<file path="src/rtl/counter_seq_pkg.sv">
// Shared types and constants for the counter command sequencer.
// Mode codes, FSM encoding and packed command field layout.
package counter_seq_pkg;

    localparam logic [1:0] MODE_UP    = 2'b00;
    localparam logic [1:0] MODE_DOWN  = 2'b01;
    localparam logic [1:0] MODE_DOWN3 = 2'b10;
    localparam logic [1:0] MODE_LOAD  = 2'b11;

    localparam int MODE_W    = 2;
    localparam int D_W       = 4;
    localparam int CMD_HDR_W = MODE_W + D_W;

    typedef enum logic [2:0] {
        ST_IDLE  = 3'd0,
        ST_LOAD  = 3'd1,
        ST_CHECK = 3'd2,
        ST_RUN   = 3'd3,
        ST_DONE  = 3'd4
    } state_t;

    // Command word is packed as {mode, d, len}, len in the LSBs.
    function automatic int cmd_len_lsb();
        return 0;
    endfunction

    function automatic int cmd_d_lsb(input int len_w);
        return len_w;
    endfunction

    function automatic int cmd_mode_lsb(input int len_w);
        return len_w + D_W;
    endfunction

    function automatic int cmd_width(input int len_w);
        return len_w + CMD_HDR_W;
    endfunction

endpackage

</file>
<file path="src/rtl/counter_sequencer_if.sv">
// Command handshake bundle between a producer and the sequencer.
// Producer drives valid/payload, sequencer returns ready.
interface counter_sequencer_if
    import counter_seq_pkg::*;
#(
    parameter int LEN_W = 8
) ();

    logic              cmd_valid;
    logic              cmd_ready;
    logic [MODE_W-1:0] cmd_mode;
    logic [D_W-1:0]    cmd_d;
    logic [LEN_W-1:0]  cmd_len;

    modport master (
        output cmd_valid,
        output cmd_mode,
        output cmd_d,
        output cmd_len,
        input  cmd_ready
    );

    modport slave (
        input  cmd_valid,
        input  cmd_mode,
        input  cmd_d,
        input  cmd_len,
        output cmd_ready
    );

endinterface

</file>
<file path="src/rtl/counter_sequencer_cmd_fifo.sv">
// Synchronous command queue with flush and a registered ready flag.
// Ready is low during reset and rises on the first edge after release.
module cmd_fifo #(
    parameter int DEPTH = 4,
    parameter int WIDTH = 14
) (
    input  logic             clk,
    input  logic             reset,
    input  logic             push,
    input  logic             pop,
    input  logic             flush,
    input  logic [WIDTH-1:0] din,
    output logic [WIDTH-1:0] dout,
    output logic             ready,
    output logic             empty
);

    localparam int AW = $clog2(DEPTH);
    localparam logic [AW:0] FULL_CNT = (AW + 1)'(DEPTH);

    logic [WIDTH-1:0] mem [DEPTH];
    logic [AW-1:0]    wr_ptr;
    logic [AW-1:0]    rd_ptr;
    logic [AW:0]      count;
    logic [AW:0]      count_n;
    logic             do_push;
    logic             do_pop;

    assign do_push = push & ready & ~flush;
    assign do_pop  = pop & ~empty & ~flush;
    assign empty   = (count == '0);
    assign dout    = mem[rd_ptr];

    always_comb begin
        count_n = count;
        if (flush) begin
            count_n = '0;
        end else if (do_push && !do_pop) begin
            count_n = count + 1'b1;
        end else if (do_pop && !do_push) begin
            count_n = count - 1'b1;
        end
    end

    always_ff @(posedge clk or negedge reset) begin
        if (!reset) begin
            wr_ptr <= '0;
            rd_ptr <= '0;
            count  <= '0;
            ready  <= 1'b0;
        end else begin
            count <= count_n;
            // Ready mirrors !full of the next cycle, so it is never stale.
            ready <= (count_n != FULL_CNT);
            if (flush) begin
                wr_ptr <= '0;
                rd_ptr <= '0;
            end else begin
                if (do_push) wr_ptr <= wr_ptr + 1'b1;
                if (do_pop)  rd_ptr <= rd_ptr + 1'b1;
            end
        end
    end

    always_ff @(posedge clk) begin
        if (do_push) mem[wr_ptr] <= din;
    end

endmodule

</file>
<file path="src/rtl/counter_sequencer.sv">
// Command-driven controller for a 4-bit counter: queues commands,
// drives enable/mode/D, and watches rco/load responses.
module counter_sequencer
    import counter_seq_pkg::*;
#(
    parameter int FIFO_DEPTH = 4,
    parameter int LEN_W      = 8,
    parameter int RCO_W      = 8
) (
    input  logic              clk,
    input  logic              reset,
    counter_sequencer_if.slave cmd,
    input  logic              abort,
    output logic              cnt_enable,
    output logic [1:0]        cnt_mode,
    output logic [3:0]        cnt_D,
    input  logic              cnt_rco,
    input  logic              cnt_load,
    output logic              busy,
    output logic              cmd_done,
    output logic [RCO_W-1:0]  rco_count,
    output logic              load_err
);

    localparam int CMD_W = cmd_width(LEN_W);
    localparam int L_LSB = cmd_len_lsb();
    localparam int D_LSB = cmd_d_lsb(LEN_W);
    localparam int M_LSB = cmd_mode_lsb(LEN_W);

    logic [CMD_W-1:0]  fifo_din;
    logic [CMD_W-1:0]  fifo_dout;
    logic              fifo_ready;
    logic              fifo_empty;
    logic              pop;

    logic [MODE_W-1:0] head_mode;
    logic [D_W-1:0]    head_d;
    logic [LEN_W-1:0]  head_len;

    state_t            state;
    state_t            state_n;
    logic [LEN_W-1:0]  len_cnt;
    logic [LEN_W-1:0]  len_n;
    logic              en_n;
    logic [1:0]        mode_n;
    logic [3:0]        d_n;
    logic              set_err;
    logic              rco_inc;

    assign fifo_din      = {cmd.cmd_mode, cmd.cmd_d, cmd.cmd_len};
    assign cmd.cmd_ready = fifo_ready;

    cmd_fifo #(
        .DEPTH (FIFO_DEPTH),
        .WIDTH (CMD_W)
    ) u_fifo (
        .clk   (clk),
        .reset (reset),
        .push  (cmd.cmd_valid),
        .pop   (pop),
        .flush (abort),
        .din   (fifo_din),
        .dout  (fifo_dout),
        .ready (fifo_ready),
        .empty (fifo_empty)
    );

    assign head_mode = fifo_dout[M_LSB +: MODE_W];
    assign head_d    = fifo_dout[D_LSB +: D_W];
    assign head_len  = fifo_dout[L_LSB +: LEN_W];

    assign cmd_done = (state == ST_DONE);
    assign busy     = (state != ST_IDLE) | ~fifo_empty;

    // Control outputs are computed for the next state and registered.
    always_comb begin
        state_n = state;
        len_n   = len_cnt;
        en_n    = 1'b0;
        mode_n  = cnt_mode;
        d_n     = cnt_D;
        pop     = 1'b0;
        set_err = 1'b0;
        rco_inc = 1'b0;
        unique case (state)
            ST_IDLE: begin
                if (!fifo_empty) begin
                    pop  = 1'b1;
                    en_n = 1'b1;
                    if (head_mode == MODE_LOAD) begin
                        state_n = ST_LOAD;
                        mode_n  = MODE_LOAD;
                        d_n     = head_d;
                    end else begin
                        state_n = ST_RUN;
                        mode_n  = head_mode;
                        d_n     = '0;
                        len_n   = head_len;
                    end
                end
            end
            ST_LOAD: begin
                state_n = ST_CHECK;
            end
            ST_CHECK: begin
                set_err = ~cnt_load;
                state_n = ST_DONE;
            end
            ST_RUN: begin
                rco_inc = cnt_rco;
                // A zero length means run until the counter reports rco.
                if (len_cnt == '0) begin
                    if (cnt_rco) state_n = ST_DONE;
                    else         en_n    = 1'b1;
                end else if (len_cnt == LEN_W'(1)) begin
                    state_n = ST_DONE;
                end else begin
                    en_n  = 1'b1;
                    len_n = len_cnt - 1'b1;
                end
            end
            ST_DONE: begin
                state_n = ST_IDLE;
            end
            default: begin
                state_n = ST_IDLE;
            end
        endcase
        if (abort) begin
            state_n = ST_IDLE;
            en_n    = 1'b0;
            pop     = 1'b0;
            set_err = 1'b0;
            rco_inc = 1'b0;
        end
    end

    always_ff @(posedge clk or negedge reset) begin
        if (!reset) begin
            state      <= ST_IDLE;
            len_cnt    <= '0;
            cnt_enable <= 1'b0;
            cnt_mode   <= MODE_UP;
            cnt_D      <= '0;
            rco_count  <= '0;
            load_err   <= 1'b0;
        end else begin
            state      <= state_n;
            len_cnt    <= len_n;
            cnt_enable <= en_n;
            cnt_mode   <= mode_n;
            cnt_D      <= d_n;
            if (abort) begin
                rco_count <= '0;
                load_err  <= 1'b0;
            end else begin
                if (rco_inc && rco_count != '1) rco_count <= rco_count + 1'b1;
                if (set_err) load_err <= 1'b1;
            end
        end
    end

endmodule
</file>
<file path="src/flat_wrapper.sv">
// flat-port wrapper written by rule: the top's interface ports become plain ports
module counter_sequencer_flat import counter_seq_pkg::*;
#(
    parameter int FIFO_DEPTH = 4,
    parameter int LEN_W      = 8,
    parameter int RCO_W      = 8
)
  (clk, reset, abort, cnt_enable, cnt_mode, cnt_D, cnt_rco, cnt_load, busy, cmd_done, rco_count, load_err, cmd_cmd_valid, cmd_cmd_mode, cmd_cmd_d, cmd_cmd_len, cmd_cmd_ready);
  counter_sequencer_if #(.LEN_W(LEN_W)) cmd_i ();
  input  logic clk;
  input  logic reset;
  input  logic abort;
  output logic cnt_enable;
  output logic [1:0] cnt_mode;
  output logic [3:0] cnt_D;
  input  logic cnt_rco;
  input  logic cnt_load;
  output logic busy;
  output logic cmd_done;
  output logic [RCO_W-1:0] rco_count;
  output logic load_err;
  input wire logic [$bits(cmd_i.cmd_valid)-1:0] cmd_cmd_valid;
  input wire logic [$bits(cmd_i.cmd_mode)-1:0] cmd_cmd_mode;
  input wire logic [$bits(cmd_i.cmd_d)-1:0] cmd_cmd_d;
  input wire logic [$bits(cmd_i.cmd_len)-1:0] cmd_cmd_len;
  output wire logic [$bits(cmd_i.cmd_ready)-1:0] cmd_cmd_ready;
  assign cmd_i.cmd_valid = cmd_cmd_valid;
  assign cmd_i.cmd_mode = cmd_cmd_mode;
  assign cmd_i.cmd_d = cmd_cmd_d;
  assign cmd_i.cmd_len = cmd_cmd_len;
  assign cmd_cmd_ready = cmd_i.cmd_ready;
  counter_sequencer #(.FIFO_DEPTH(FIFO_DEPTH), .LEN_W(LEN_W), .RCO_W(RCO_W)) u_core (.clk(clk), .reset(reset), .cmd(cmd_i), .abort(abort), .cnt_enable(cnt_enable), .cnt_mode(cnt_mode), .cnt_D(cnt_D), .cnt_rco(cnt_rco), .cnt_load(cnt_load), .busy(busy), .cmd_done(cmd_done), .rco_count(rco_count), .load_err(load_err));
endmodule
</file>
<file path="config.mk">
export PLATFORM = sky130hd
export DESIGN_NAME = counter_sequencer_flat
export DESIGN_NICKNAME = d
export VERILOG_FILES = /design/src/rtl/counter_seq_pkg.sv /design/src/rtl/counter_sequencer_if.sv /design/src/rtl/counter_sequencer_cmd_fifo.sv /design/src/rtl/counter_sequencer.sv /design/src/flat_wrapper.sv
export SDC_FILE = /design/constraint.sdc
export NUM_CORES = 1
export LEC_CHECK = 0
export CORE_MARGIN = 2
export CORE_UTILIZATION = 35
export DETAILED_ROUTE_END_ITERATION = 6
export DONT_BUFFER_PORTS = 1
export PLACE_DENSITY = 0.49
export SYNTH_ARGS = -nofsm -noshare
export SYNTH_HDL_FRONTEND = slang
export SYNTH_SLANG_ARGS = --single-unit
</file>
<file path="constraint.sdc">
create_clock -name clk -period 6.1 [get_ports clk]
set_clock_uncertainty 0.05 [all_clocks]
set_input_delay 1.22 -clock clk [delete_from_list [all_inputs] [get_ports clk]]
set_output_delay 1.22 -clock clk [all_outputs]
set_load 0.005 [all_outputs]
</file>
==> impl_metrics.ini, run 1 <==
[timing]
maxClockFrequency_mhz = 365
share_of_the_cycle_needed_by_the_critical_path_after_routing_pct = 44.9
slew_headroom_pct = 20.4
slew_viol_final = 0
timing.setup.tns_ns = 0
final_period_minus_worst_setup_slack_ns = 2.74
rsz_0062_raised_after_global_routing = no
final_setup_violations = 0
hold_violations = 0
worst_pin_slew_ns = 1.19

[grt]
grt_first_pass_wirelength_um = 12300
grt_pass1_vias = 2386
grt_overflow_total = 0
number_of_antenna_violations_at_the_first_check_in_global_routing = 0
pin_count_of_the_biggest_net_entering_global_routing = 36
grt_use_total_pct = 13.7

[clock_network]
clock_tree_from_tritoncts = done
clkSlewWorstSetupHoldPaths_ns = 0.06
ctsHtreeMaxLevel = 3
cts_buffer_depth = 2
postCtsSetupRepairBufs = 0
post_cts_resized = 0
clock-sinks = 91
cts_root_buffer = sky130_fd_sc_hd__clkbuf_16
tritoncts.num_buffers = 9
clk-insertion-delay-late_ns = 0.34
post_cts_hold_buffer_count = 0

[worst_hold_path]
timing.hold.worst.class = reg2reg

[synth]
count_of_mapped_cells_out_of_synthesis = 284
synth_register_bits = 91
yosysUniqueCellTypes = 47
synthTopCellsByCount = 56 x sky130_fd_sc_hd__edfxtp_1, 35 x sky130_fd_sc_hd__dfrtp_1, 26 x sky130_fd_sc_hd__nand2_1, 22 x sky130_fd_sc_hd__nor2_1, 14 x sky130_fd_sc_hd__o21ai_0
asr_flop_ratio_synth_pct = 38.5
postSynth.topFlopCell = sky130_fd_sc_hd__edfxtp_1
synthesis.area_um2 = 3960
synth-warning-count = 0
synth_top_area_share_pct = 42.5
ys_top_cells_by_area = sky130_fd_sc_hd__edfxtp_1 42%, sky130_fd_sc_hd__dfrtp_1 22%, sky130_fd_sc_hd__mux4_2 6.3%
most_common_cell_in_the_synthesized_netlist = sky130_fd_sc_hd__edfxtp_1
synth_enable_flop_cells = 56
synth_sequential_area_ratio_pct = 64.6
post_synth.cell_area_avg_um2 = 13.9
net_count_synth = 315
synth_top_area_cell = sky130_fd_sc_hd__edfxtp_1

[worst_setup_path]
critPathCaptureType = output port
critPathSlowestCell = sky130_fd_sc_hd__dfrtp_1
worst_setup_path_start_kind = flip-flop
path_delay_family = simple AND/OR/NAND/NOR gates
critical_path_arrival_ns = 1.47
critical_path_required_ns = 4.83
criticalPathCategory = reg2out
worst-path-buf-inv = 1
timing.critical_path.fanout_max = 4
worst_path_largest_cell_delay_ns = 0.41
crit_path_cell_trace = inv_1 > ha_1 > nor2b_1 > nand2_1

[route]
drtIter0Drc = 122
routed_wire_length_per_instance_um = 17.3
detail_route.vias_per_cell = 5.22
drt_pre_antenna_iters = 4
vias = 2256
drt_wl_total_um = 7480
drcViolationCount = 0
detail-route-antenna-nets = 0

[layout]
fill_cells = 1039
layout.cells.non_filler = 432
layout-drive-gt1-share_pct = 12.7
multiInputGateArea_um2 = 1340
flow.area_growth_from_synthesis_pct = 11.1
post-route-cell-area_um2 = 4400
design.final.nets = 318
diodes = 0
ff_latch_area_um2 = 2560

[floorplan]
top_level_ports = 39
die_height_um = 110
row_count = 38
fp.dieArea_um2 = 12200
coreArea_um2 = 10900
die_w_um = 110
floorplan.initialDensity_pct = 36.2

[power_and_ir_drop]
power.static_leakage_nw = 1.57
power_per_cell_area_nw_per_um2 = 415
irDropWorstVdd_mv = 0.193
power.total_mw = 1.83

[place]
hpwlAfterDp_um = 4820
dpl.cell_count = 416
finalWeightedCongestion = 0.696
postPlaceCellArea_um2 = 4120
place.port_buffers = 0

[flow_run]
timing.max_cap.violations = 0

[status]
outcome = finished, final reports clean
## layout by cell type (no fill, tap or decap), types with 4 or more instances in the layout
master / synthesis / final
sky130_fd_sc_hd__edfxtp_1: 56 / 56
sky130_fd_sc_hd__dfrtp_1: 35 / 35
sky130_fd_sc_hd__nand2_1: 26 / 26
sky130_fd_sc_hd__nor2_1: 22 / 22
sky130_fd_sc_hd__o21ai_0: 14 / 14
sky130_fd_sc_hd__a21oi_1: 11 / 11
sky130_fd_sc_hd__mux4_2: 11 / 11
sky130_fd_sc_hd__ha_1: 11 / 11
sky130_fd_sc_hd__nand3_1: 9 / 9
sky130_fd_sc_hd__clkbuf_16: 0 / 9
sky130_fd_sc_hd__inv_1: 8 / 8
sky130_fd_sc_hd__xnor2_1: 7 / 7
sky130_fd_sc_hd__or3_1: 6 / 6
sky130_fd_sc_hd__nor3_1: 5 / 5
sky130_fd_sc_hd__o211ai_1: 4 / 4
sky130_fd_sc_hd__nor3b_2: 0 / 4
sky130_fd_sc_hd__nor4_1: 4 / 4
## cells by family after synthesis
group	count (synthesis)	synth area share, %
multiplexers	17	9.07
AND/OR/NAND/NOR	95	12.2
XOR/XNOR	9	1.99
buffers and inverters	19	2.21
AO/OA/AOI/OAI	42	6.54
flip-flops	91	64.6
adder cells (fa/ha/maj)	11	3.47
## per-stage QoR
stage	util (%)	hold WS [ns]	setup slack (ns)
4_1_cts	40.2	0.465	3.33
5_1_grt	40.2	0.493	3.26
6_report	40.2	0.455	3.36
2_1_floorplan	-	0.420	2.91
3_3_place_gp	37.7	0.440	3.01
3_5_place_dp	37.7	0.448	2.96
## cell type report
type	count	area share, %
clock buffer	10	5.20
sequential	91	58.1
multi-input combinational	174	30.4
clock inverter	6	1.14
timing repair buffer	3	0.512
tap	140	3.98
inverter	8	0.682
## state kept, by name (all words and copies together) (netlist names)
signal and flops:
u_core.u_fifo.rd_ptr 2, u_core.u_fifo.mem 56, u_core.cnt_mode 2, u_core.load_err 1
u_core.u_fifo.count 3, u_core.u_fifo.ready 1, u_core.len_cnt 8, u_core.u_fifo.wr_ptr 2
u_core.cnt_enable 1, u_core.rco_count 8, u_core.cnt_D 4, u_core.state 3
## routing by layer
metal | vias up | part of all wire, % | track usage [%]
li1 | 1071 | - | -
met1 | 1124 | 46 | 18.1
met3 | 9 | 6.4 | 4.82
met2 | 52 | 47 | 21.1
met4 | 0 | 1.2 | 4.29
met5 | - | 0 | 0
## path summary, 6_finish.rpt
path                                          from             endpoint  slack [ns]  depth (start not counted)
max                         u_core.u_fifo.count[0]                 busy        3.36                          4
max reg2reg                u_core.u_fifo.rd_ptr[0]    u_core.len_cnt[0]        3.50                          5
min                             u_core.cnt_mode[0]   u_core.cnt_mode[0]        0.45                          2
max in group asynchronous                    reset      u_core.state[1]        5.40                          0
min in group asynchronous                    reset  u_core.rco_count[0]        0.52                          0
min reg2reg                     u_core.cnt_mode[0]   u_core.cnt_mode[0]        0.45                          2
## where the power goes
part | internal (mW) | leakage (nW) | switching [mW] | total [mW]
clock network | 0.281 | 0.137 | 0.237 | 0.519
registers | 0.751 | 0.962 | 0.0910 | 0.842
logic | 0.206 | 0.469 | 0.262 | 0.467
## worst reg2reg max path: cells and delay by family (launching register included)
family           cells  cell delay [ns]
AO/OA/AOI/OAI        3             0.62
multiplexers         1             0.63
flip-flops           1             0.96
AND/OR/NAND/NOR      1             0.22
No activity file was read; power rests on OpenSTA's default activity.
==> inputs of run 2 (changes only) <==
PLACE_DENSITY = 0.51   (was 0.49)
clock period = 2.32 ns   (was 6.1 ns; I/O delays follow)
==> run 2 against run 1 <==
Net effect:
- register-to-register slack worse by 3.1 ns
- sequential power rose to 2.6 times the previous value
- worst setup slack worse by 3.0 ns
- largest cell class unchanged
==> impl_metrics.ini, run 2 (synthesis gave the netlist of run 1 again) <==
[timing]
share_of_the_cycle_needed_by_the_critical_path_after_routing_pct = 84.5
worst_pin_slew_ns = 0.476
slew_viol_final = 0
final.hold.worst_slack_ns = 0.135
final_period_minus_worst_setup_slack_ns = 1.96
hold_violations = 0
rsz_0062_raised_after_global_routing = no
final_setup_violations = 0
maxClockFrequency_mhz = 510
slew_headroom_pct = 68.2
timing.setup.tns_ns = 0

[grt]
grt_overflow_total = 0
grt_use_total_pct = 13.7
number_of_antenna_violations_at_the_first_check_in_global_routing = 0
pin_count_of_the_biggest_net_entering_global_routing = 36
grt_pass1_vias = 2345
grt_first_pass_wirelength_um = 12100

[worst_setup_path]
critical_path_required_ns = 2.49
critical_path_arrival_ns = 2.13
worst_setup_path_start_kind = flip-flop
timing.critical_path.fanout_max = 11
critPathCaptureType = flip-flop
worst_path_largest_cell_delay_ns = 0.55
criticalPathCategory = reg2reg
critPathSlowestCell = sky130_fd_sc_hd__mux4_2
path_delay_family = compound AO/OA/AOI/OAI gates
crit_path_cell_trace = mux4_2 > a211o_1 > and2_4 > a21oi_1 > o22ai_1
worst-path-buf-inv = 0

[route]
vias = 2281
detail-route-antenna-nets = 0
detail_route.vias_per_cell = 5.18
drt_pre_antenna_iters = 4
routed_wire_length_per_instance_um = 17.1
drcViolationCount = 0
drt_wl_total_um = 7530
drtIter0Drc = 140

[place]
hpwlAfterDp_um = 4940
finalWeightedCongestion = 0.793
place.port_buffers = 0

[clock_network]
ctsHtreeMaxLevel = 3
clock-sinks = 91
post_cts_resized = 0
clock_tree_from_tritoncts = done
post_cts_hold_buffer_count = 2
cts_buffer_depth = 2
clkSlewWorstSetupHoldPaths_ns = 0.06
postCtsSetupRepairBufs = 0
cts_root_buffer = sky130_fd_sc_hd__clkbuf_16
tritoncts.num_buffers = 9
clk-insertion-delay-late_ns = 0.34

[layout]
flow.area_growth_from_synthesis_pct = 13.6
layout-drive-gt1-share_pct = 15.0
design.final.nets = 327
registers_with_the_most_flip_flops = u_core.u_fifo.mem x56, u_core.len_cnt x8, u_core.rco_count x8
layout_common_cells = 56 x sky130_fd_sc_hd__edfxtp_1, 35 x sky130_fd_sc_hd__dfrtp_1, 26 x sky130_fd_sc_hd__nand2_1, 22 x sky130_fd_sc_hd__nor2_1, 14 x sky130_fd_sc_hd__o21ai_0
diodes = 0
largest_register = u_core.u_fifo.mem
most_frequent_standard_cell_in_the_layout_excluding_fill_and_tap_cells = sky130_fd_sc_hd__edfxtp_1
largest_register_ff_count = 56

[floorplan]
row_count = 38
top_level_ports = 39
coreArea_um2 = 10900
die_w_um = 110
fp.dieArea_um2 = 12200
die_height_um = 110
floorplan.initialDensity_pct = 36.2

[status]
outcome = finished, final reports clean

[power_and_ir_drop]
power.static_leakage_nw = 1.62
power_per_cell_area_nw_per_um2 = 1110
irDropWorstVdd_mv = 0.641

[worst_hold_path]
timing.hold.worst.class = in2reg

[flow_run]
timing.max_cap.violations = 0
[run 2: power breakdown]
group / leakage [nW] / switching, mW / total, mW / internal (mW)
Clock: 0.143 / 0.594 / 1.43 / 0.836
Combinational: 0.518 / 0.775 / 1.38 / 0.603
Sequential: 0.962 / 0.187 / 2.16 / 1.98
[run 2: path summary, 6_finish.rpt]
path	startpoint	to	slack [ns]	cells after the start
min in group asynchronous	reset	u_core.cnt_D[3]	0.55	2
max	u_core.u_fifo.rd_ptr[0]	u_core.len_cnt[0]	0.36	5
max reg2reg	u_core.u_fifo.rd_ptr[0]	u_core.len_cnt[0]	0.36	5
max in group asynchronous	reset	u_core.len_cnt[5]	1.48	2
min reg2reg	u_core.cnt_mode[0]	u_core.cnt_mode[0]	0.46	2
min	abort	u_core.load_err	0.13	1
[run 2: routing by layer]
metal	track usage, %	routed length [um]
met1	16.5	3220
met2	22.2	3620
met3	5.47	594
met4	5.36	102
met5	0	0
[run 2: final cells by class]
cell class              instances  area (um2)
fillers                      1014        6440
flip-flops and latches         91        2560
multi-input cells             174        1340
clock buffers                  10         229
well taps                     140         175
repair buffers                 12         105
clock inverters                 5        65.1
inverters                       8        30.0
[run 2: worst register-to-register path, stage by stage (launching register included)]
cell                      delay (ns)
sky130_fd_sc_hd__dfrtp_1        0.43
sky130_fd_sc_hd__mux4_2         0.55
sky130_fd_sc_hd__a211o_1        0.39
sky130_fd_sc_hd__and2_4         0.22
sky130_fd_sc_hd__a21oi_1        0.13
sky130_fd_sc_hd__o22ai_1        0.09
[run 2: metrics by stage]
stage	instance area [um2]	power, mW	std cells	setup slack [ns]	util [%]
after detailed placement	4170	3.57	423	0.363	38.2
after global routing	4500	5.29	440	0.258	41.1
after global placement	4170	3.56	423	0.396	38.2
final	4500	4.97	440	0.361	41.1
after CTS	4500	5.05	440	0.345	41.1
after floorplan	3970	3.21	284	-0.105	-
==> inputs of run 3 (changes only) <==
clock period = 1.79 ns   (was 2.32 ns; I/O delays follow)
==> run 3 against run 2 <==
Net effect:
- the flow now finishes with violations (setup timing)
- register-to-register slack worse by 0.43 ns
- maximum frequency up 5.2%
- die area unchanged
- design area up 7.5%
- combinational power up 66%
- flip-flop and latch count unchanged
- global-route usage up 1.4 points
- non-clock buffer count up 28
- first-iteration DRC count down 15%
- largest cell class unchanged
==> impl_metrics.ini, run 3 (synthesis gave the netlist of run 1 again) <==
[grt]
grt_overflow_total = 0
grt_pass1_vias = 2573
pin_count_of_the_biggest_net_entering_global_routing = 36
grt_use_total_pct = 15.1
number_of_antenna_violations_at_the_first_check_in_global_routing = 0
grt_first_pass_wirelength_um = 13200

[route]
drt_pre_antenna_iters = 4
drcViolationCount = 0
vias = 2453
drt_wl_total_um = 8210
drtIter0Drc = 119
detail_route.vias_per_cell = 5.22
routed_wire_length_per_instance_um = 17.5
detail-route-antenna-nets = 0

[worst_setup_path]
crit_path_cell_trace = mux4_2 > a211o_1 > and2_4 > a211oi_2 > a21oi_1
timing.critical_path.fanout_max = 6
worst_path_largest_cell_delay_ns = 0.53
regToRegEndpoint = u_core.len_cnt[1]
criticalPathCategory = reg2reg
timing.reg2reg.worst_path_depth = 5
crit-reg2reg-launch = u_core.u_fifo.rd_ptr[0]
worst_setup_path_start_kind = flip-flop
critPathCaptureType = flip-flop
critical_path_required_ns = 1.96
slack_of_the_worst_reg_to_reg_path_ns = -0.07
critical_path_arrival_ns = 2.04
path_delay_family = compound AO/OA/AOI/OAI gates
worst-path-buf-inv = 0
critPathSlowestCell = sky130_fd_sc_hd__mux4_2

[timing]
hold_violations = 0
worst_pin_slew_ns = 0.365
rsz_0062_raised_after_global_routing = yes
share_of_the_cycle_needed_by_the_critical_path_after_routing_pct = 104
final_setup_violations = 8
maxClockFrequency_mhz = 537
timing.setup.tns_ns = -0.390
slew_headroom_pct = 75.5
final_critical_path_setup_slack_ns = -0.0723
slew_viol_final = 0
final.hold.worst_slack_ns = 0.0234
final_period_minus_worst_setup_slack_ns = 1.86

[place]
postPlaceCellArea_um2 = 4450
finalWeightedCongestion = 0.786
place.port_buffers = 0
hpwlAfterDp_um = 5350
preCtsSetupSlack_ns = -0.0856

[layout]
registers_with_the_most_flip_flops = u_core.u_fifo.mem x56, u_core.len_cnt x8, u_core.rco_count x8
layout-drive-gt1-share_pct = 25.5
largest_register_ff_count = 56
most_frequent_standard_cell_in_the_layout_excluding_fill_and_tap_cells = sky130_fd_sc_hd__edfxtp_1
diodes = 0
layout_common_cells = 56 x sky130_fd_sc_hd__edfxtp_1, 35 x sky130_fd_sc_hd__dfrtp_1, 34 x sky130_fd_sc_hd__buf_4, 26 x sky130_fd_sc_hd__nand2_1, 21 x sky130_fd_sc_hd__nor2_1
flow.area_growth_from_synthesis_pct = 22.1
post-route-cell-area_um2 = 4840
design.final.nets = 356
largest_register = u_core.u_fifo.mem

[clock_network]
tritoncts.num_buffers = 9
clock_tree_from_tritoncts = done
cts_root_buffer = sky130_fd_sc_hd__clkbuf_16
cts_buffer_depth = 2
clkSlewWorstSetupHoldPaths_ns = 0.07
clock-sinks = 91
clk-insertion-delay-late_ns = 0.34
ctsHtreeMaxLevel = 3

[worst_hold_path]
timing.hold.worst.class = in2reg
timing.hold.worst.start = abort
whs_endpoint = u_core.rco_count[6]
hold_depth = 1

[power_and_ir_drop]
power.total_mw = 6.82
power_per_cell_area_nw_per_um2 = 1410
power.static_leakage_nw = 1.79
irDropWorstVdd_mv = 0.686

[floorplan]
floorplan.initialDensity_pct = 36.2
die_height_um = 110
coreArea_um2 = 10900
die_w_um = 110
fp.dieArea_um2 = 12200
row_count = 38
top_level_ports = 39

[status]
outcome = finished with violations
violations = setup timing

[flow_run]
timing.max_cap.violations = 0
run 3: changes by cell type in the layout (fill, tap and decap cells not counted), moves of 3 or more:
cell,delta
sky130_fd_sc_hd__nor3b_2,-4
sky130_fd_sc_hd__inv_6,+3
sky130_fd_sc_hd__buf_12,+4
sky130_fd_sc_hd__clkinv_4,-3
sky130_fd_sc_hd__buf_4,+24
sky130_fd_sc_hd__nor3b_4,+4
run 3: how the worst max path moves through the flow:
stage,depth (start not counted),to,start
2_1_floorplan,6,u_core.len_cnt[6],u_core.u_fifo.rd_ptr[0]
3_3_place_gp,5,u_core.len_cnt[2],u_core.u_fifo.rd_ptr[0]
3_5_place_dp,5,u_core.len_cnt[0],u_core.u_fifo.rd_ptr[0]
4_1_cts,5,u_core.len_cnt[1],u_core.u_fifo.rd_ptr[0]
5_1_grt,5,u_core.len_cnt[1],u_core.u_fifo.rd_ptr[0]
6_report,5,u_core.len_cnt[1],u_core.u_fifo.rd_ptr[0]
run 3: layout make-up:
cell class                 instances  area (um2)
clock buffer                      10         229
clock inverter                     6        47.5
fill                            1009        6100
inverter                           8        30.0
multi-input combinational        175        1430
sequential                        91        2560
tap                              140         175
timing repair buffer              40         365
run 3: per-stage QoR:
stage	utilization [%]	std cells
global route	44.2	470
CTS	43.7	470
detailed placement	40.7	450
finish	44.2	470
global placement	40.7	450
floorplan	-	284
run 3: repair_timing:
item	4_1_cts	5_1_grt
setup buffers	1	0
gates resized for setup	4	10
gates cloned	1	0
setup endpoints to repair	9	16
hold endpoints to repair	35	0
hold buffers	2	0
pin swaps	1	2
run 3: power by group:
| part | switching (mW) | leakage [nW] | internal, mW | total [mW] |
|---|---|---|---|---|
| Combinational | 1.21 | 0.692 | 1.08 | 2.29 |
| Sequential | 0.201 | 0.962 | 2.56 | 2.76 |
| Clock | 0.814 | 0.134 | 0.956 | 1.77 |
run 3: routing by layer:
metal / routed length (um) / up-vias / GRT usage [%]
met5: 0 / - / 0
met4: 185 / 0 / 7.77
met3: 446 / 14 / 4.17
met2: 3800 / 53 / 24.0
met1: 3770 / 1236 / 19.0
li1: - / 1150 / -
